<file path="config.mk">
export PLATFORM = sky130hd
export DESIGN_NAME = mqnic_rx_queue_map_req
export DESIGN_NICKNAME = d
export VERILOG_FILES = /design/src/rtl/mqnic_rx_queue_map_req.sv
export SDC_FILE = /design/constraint.sdc
export NUM_CORES = 1
export LEC_CHECK = 0
export CAP_MARGIN = 20
export CORE_UTILIZATION = 62
export CTS_BUF_LIST = sky130_fd_sc_hd__clkbuf_4 sky130_fd_sc_hd__clkbuf_8 sky130_fd_sc_hd__clkbuf_16
export DETAILED_ROUTE_END_ITERATION = 7
export PLACE_DENSITY = 0.84
export SETUP_SLACK_MARGIN = 0.02
export SYNTH_ARGS = -nofsm -noshare
export SYNTH_HDL_FRONTEND = slang
export SYNTH_SLANG_ARGS = --single-unit
export TNS_END_PERCENT = 20
</file>
<file path="constraint.sdc">
create_clock -name clk -period 10 [get_ports clk]
set_input_delay 2 -clock clk [delete_from_list [all_inputs] [get_ports clk]]
set_output_delay 2 -clock clk [all_outputs]
set_load 0.01 [all_outputs]
</file>
<file path="src/rtl/mqnic_rx_queue_map_req.sv">
// In-order reorder buffer between per-packet receive requests and the queue map.
// Requests get a slot tag, the map answers by tag, and results leave in accept order.
module mqnic_rx_queue_map_req #(
    parameter int ID_WIDTH          = 1,
    parameter int DEST_WIDTH        = 11,
    parameter int HASH_WIDTH        = 32,
    parameter int QUEUE_INDEX_WIDTH = 10,
    parameter int LEN_WIDTH         = 16,
    parameter int TAG_WIDTH         = 8,
    parameter int DEPTH             = 16
) (
    input  logic                         clk,
    input  logic                         rst,

    input  logic [ID_WIDTH-1:0]          s_req_id,
    input  logic [DEST_WIDTH-1:0]        s_req_dest,
    input  logic [HASH_WIDTH-1:0]        s_req_hash,
    input  logic [LEN_WIDTH-1:0]         s_req_len,
    input  logic                         s_req_valid,
    output logic                         s_req_ready,

    output logic [ID_WIDTH-1:0]          map_req_id,
    output logic [DEST_WIDTH-1:0]        map_req_dest,
    output logic [HASH_WIDTH-1:0]        map_req_hash,
    output logic [TAG_WIDTH-1:0]         map_req_tag,
    output logic                         map_req_valid,

    input  logic [QUEUE_INDEX_WIDTH-1:0] map_resp_queue,
    input  logic [TAG_WIDTH-1:0]         map_resp_tag,
    input  logic                         map_resp_valid,

    output logic [QUEUE_INDEX_WIDTH-1:0] m_resp_queue,
    output logic [ID_WIDTH-1:0]          m_resp_id,
    output logic [LEN_WIDTH-1:0]         m_resp_len,
    output logic                         m_resp_valid,
    input  logic                         m_resp_ready,

    output logic [$clog2(DEPTH):0]       stat_inflight,
    output logic                         err_bad_tag
);

    localparam int AW = (DEPTH > 1) ? $clog2(DEPTH) : 1;
    localparam int PW = $clog2(DEPTH) + 1;

    logic [PW-1:0] wr_ptr;
    logic [PW-1:0] rd_ptr;
    logic [PW-1:0] wr_ptr_next;
    logic [PW-1:0] rd_ptr_next;
    logic [PW-1:0] occupancy;
    logic [AW-1:0] wr_idx;
    logic [AW-1:0] rd_idx;
    logic [AW-1:0] resp_idx;

    logic [DEPTH-1:0] pending;
    logic [DEPTH-1:0] done;
    logic [DEPTH-1:0] pending_next;
    logic [DEPTH-1:0] done_next;

    logic [ID_WIDTH-1:0]          id_mem    [DEPTH];
    logic [LEN_WIDTH-1:0]         len_mem   [DEPTH];
    logic [QUEUE_INDEX_WIDTH-1:0] queue_mem [DEPTH];

    logic accept;
    logic pop;
    logic tag_oob;
    logic resp_ok;

    assign occupancy = wr_ptr - rd_ptr;
    assign wr_idx    = wr_ptr[AW-1:0];
    assign rd_idx    = rd_ptr[AW-1:0];
    assign resp_idx  = map_resp_tag[AW-1:0];

    assign s_req_ready = (occupancy != PW'(DEPTH));
    assign accept      = s_req_valid && s_req_ready;

    assign m_resp_valid = pending[rd_idx] && done[rd_idx];
    assign m_resp_queue = queue_mem[rd_idx];
    assign m_resp_id    = id_mem[rd_idx];
    assign m_resp_len   = len_mem[rd_idx];
    assign pop          = m_resp_valid && m_resp_ready;

    // Tag bits above the slot index must be zero for the tag to name a slot.
    if (TAG_WIDTH > AW) begin : g_oob
        assign tag_oob = |map_resp_tag[TAG_WIDTH-1:AW];
    end else begin : g_no_oob
        assign tag_oob = 1'b0;
    end

    // A head slot being popped is already done, so a same-cycle response to it is rejected here.
    assign resp_ok = map_resp_valid && !tag_oob
                  && pending[resp_idx] && !done[resp_idx];

    assign wr_ptr_next = wr_ptr + PW'(accept);
    assign rd_ptr_next = rd_ptr + PW'(pop);

    always_comb begin
        pending_next = pending;
        done_next    = done;
        if (pop) begin
            pending_next[rd_idx] = 1'b0;
            done_next[rd_idx]    = 1'b0;
        end
        if (resp_ok) begin
            done_next[resp_idx] = 1'b1;
        end
        if (accept) begin
            pending_next[wr_idx] = 1'b1;
            done_next[wr_idx]    = 1'b0;
        end
    end

    always_ff @(posedge clk) begin
        if (rst) begin
            wr_ptr        <= '0;
            rd_ptr        <= '0;
            pending       <= '0;
            done          <= '0;
            map_req_valid <= 1'b0;
            err_bad_tag   <= 1'b0;
            stat_inflight <= '0;
        end else begin
            wr_ptr        <= wr_ptr_next;
            rd_ptr        <= rd_ptr_next;
            pending       <= pending_next;
            done          <= done_next;
            map_req_valid <= accept;
            err_bad_tag   <= map_resp_valid && !resp_ok;
            stat_inflight <= wr_ptr_next - rd_ptr_next;
        end
    end

    always_ff @(posedge clk) begin
        if (accept) begin
            id_mem[wr_idx]  <= s_req_id;
            len_mem[wr_idx] <= s_req_len;
            map_req_id      <= s_req_id;
            map_req_dest    <= s_req_dest;
            map_req_hash    <= s_req_hash;
            map_req_tag     <= TAG_WIDTH'(wr_idx);
        end
        if (resp_ok) begin
            queue_mem[resp_idx] <= map_resp_queue;
        end
    end

endmodule

</file>
==> reports/metrics.cfg <==
[cts]
cts-root-buf=clkbuf_16
cts_sinks=529
cts_made_buffers=50
cts_tree=yes
htreeDepth=2
post-cts-setup-buffers=0
cts.clk_slew.worst_paths_ns=0.06
clock_path_buffers=3
cts_hold_buf=0
cts_resized=0
clkLatencyLatePin_ns=0.55

[setup_path]
crit_start=rd_ptr[1]
end_kind=output pin
reg2reg_from=rd_ptr[1]
crit_type=flop to output pin
cp_max_fo=66
worstPathRequired_ns=8.00
worstPathArrival_ns=4.10
startpoint_type=flop

[synth]
yosys_warnings=0
synth-edff-count=480
synthCells=1020
ys_seq_elements=529
synth-seq-area-share_pct=74.1
synth.distinct_cells=52
async_flop_share_pct=0
synth_flop_cell=edfxtp_1
syn-cell-area_um2=20800
syn_area_per_cell_um2=20.4

[global_route]
grt_pass1_vias=11357
track_usage_pct=28.1
antenna_found_initial=1
overflow=0
grt_max_degree=68
grt_pass1_wl_um=68800

[sta]
slew_violations=0
post-route-period-util_pct=61.0
setup-tns-final_ns=0
relSlewSlack_pct=30.8
period_minus_slack_ns=6.10
fmaxAchievable_ghz=0.164
fin_skew_ns=0.0175
final_hold_viol_count=0
rsz0062_at_grt=no
tightest_slew_ns=1.03
fin_ws_ns=3.90
setup_viol=0

[die]
ios=171
initial_core_util_pct=63.5
rows=66
core_area_um2=32700
fp.dieW_um=185
die-area_um2=34200
die_h_um=185

[route]
wirelength_um=46500
firstDrtPassIters=7
vias=10894
drc=0
antenna_left=0
via_per_inst=6.45
wl_per_cell_um=27.5
drt-initial-drc-count=1155

[finish]
area.growth.synth_to_final_pct=18.2
layout-drive-gt1-share_pct=21.5
postLayoutCellArea_um2=24500
nFillCells=1831
instances_no_fill=1690
nNetsFinal=1305

[placement]
postPlaceCellArea_um2=22900
dp_slack_ns=4.51
dpl.cell_count=1596
hpwlAfterDp_um=26800
gp_congestion=0.927
io_buffers=166

[job]
maxCapViolations=0

[pwr]
powerDensity_nw_per_um2=182
vdd_drop_max_uv=133
leakage_nw=7.83

[status]
status=complete, no violations

[worst_hold_path]
hold_class=flop to flop
hold_start=pending[9]

==> critical path: stages (launching register included) <==
cell,delay [ns]
dfxtp_4,0.92
inv_1,0.20
ha_1,0.34
nor2b_1,0.13
o21a_1,0.19
or3_4,0.39
a311oi_4,0.52
inv_4,0.28
clkdlybuf4s50_1,0.56
==> metal layers <==
metal / routed length [µm] / part of all wire [%] / global-route usage (%)
met3: 3650 / 7.9 / 5.52
met1: 17100 / 37 / 35.8
met2: 24400 / 53 / 49.1
met4: 1320 / 2.8 / 8.46
met5: 0 / 0 / 0
==> sequential cells by signal, indices dropped and copies added, names as in the netlist, 4 cells and up <==
signal / cells
done: 16
stat_inflight: 5
map_req_tag: 4
len_mem: 256
pending: 16
id_mem: 16
map_req_hash: 32
queue_mem: 160
map_req_dest: 11
rd_ptr: 5
wr_ptr: 5
==> final cells by class <==
cell class | count | area (µm²) | share of cell area [%]
Sequential cell | 529 | 15400 | 62.8
Multi-Input combinational cell | 422 | 5040 | 20.5
Inverter | 13 | 51.3 | 0.209
Timing Repair Buffer | 193 | 1900 | 7.76
Antenna cell | 1 | 2.50 | 0.0102
Tap cell | 442 | 553 | 2.25
Clock inverter | 26 | 213 | 0.867
Clock buffer | 64 | 1380 | 5.60
==> per-stage QoR <==
stage	hold WS (ns)	power (mW)	util, %
floorplan	0.435	2.56	-
global placement	0.475	2.66	70.0
detailed placement	0.478	2.67	70.0
CTS	0.493	4.47	74.9
global route	0.500	4.56	75.0
finish	0.491	4.46	75.1
==> power breakdown <==
part           total (mW)  internal [mW]  switching, mW
sequential           2.45           2.44         0.0117
combinational       0.176         0.0815         0.0941
clock                1.83           1.05          0.781
total                4.46           3.57          0.887
==> cells in the final DEF, fill, tap and decap left out, drive strengths merged, types with 4 or more instances in the layout <==
| cell type | count |
|---|---|
| a31oi | 11 |
| clkdlybuf4s50 | 166 |
| a22oi | 13 |
| nand3 | 15 |
| dfxtp | 49 |
| clkinv | 21 |
| o21ai | 6 |
| xnor2 | 8 |
| a21oi | 11 |
| clkbuf | 64 |
| nand3b | 4 |
| a32o | 15 |
| and2 | 17 |
| buf | 27 |
| edfxtp | 480 |
| xor2 | 5 |
| nor2b | 4 |
| mux4 | 145 |
| inv | 12 |
| and3 | 4 |
| conb | 4 |
| nor3 | 20 |
| or3 | 5 |
| ha | 12 |
| nand2b | 5 |
| nor2 | 40 |
| nand4 | 16 |
| nand2 | 34 |
==> cell usage after synthesis (8+ instances only) <==
master	instances	area share, %
edfxtp_1	480	69
mux4_2	145	16
dfxtp_1	49	4.7
nor2_1	40	0.72
nand2_1	34	0.61
clkbuf_1	27	0.49
nor3_1	20	0.48
and2_1	17	0.51
nand4_1	16	0.48
a32o_1	15	0.72
nand3_1	15	0.36
a22oi_1	13	0.47
ha_1	12	0.72
a21oi_1	11	0.27
a31oi_1	11	0.33
inv_1	11	0.20
buf_1	10	0.18
buf_2	10	0.24
xnor2_1	8	0.34
==> path summary, 6_finish.rpt <==
path	end	slack (ns)	cells past startpoint
max	s_req_ready	3.90	8
min	pending[9]	0.49	1
max reg2reg	stat_inflight[3]	4.78	17
min reg2reg	pending[9]	0.49	1
==> cell families (layout without fill, tap and decap cells) <==
logic type	after synthesis	after routing	share of synthesized area [%]
flip-flops	529	529	74.1
AND/OR/NAND/NOR	173	173	4.19
multiplexers	149	149	15.9
buffers and inverters	72	296	1.70
AO/OA/AOI/OAI	69	69	2.54
XOR/XNOR	14	14	0.663
adder cells (fa/ha/maj)	13	13	0.820
other	1	5	0.0181
Note: power is estimated with default switching activity, not from simulation.
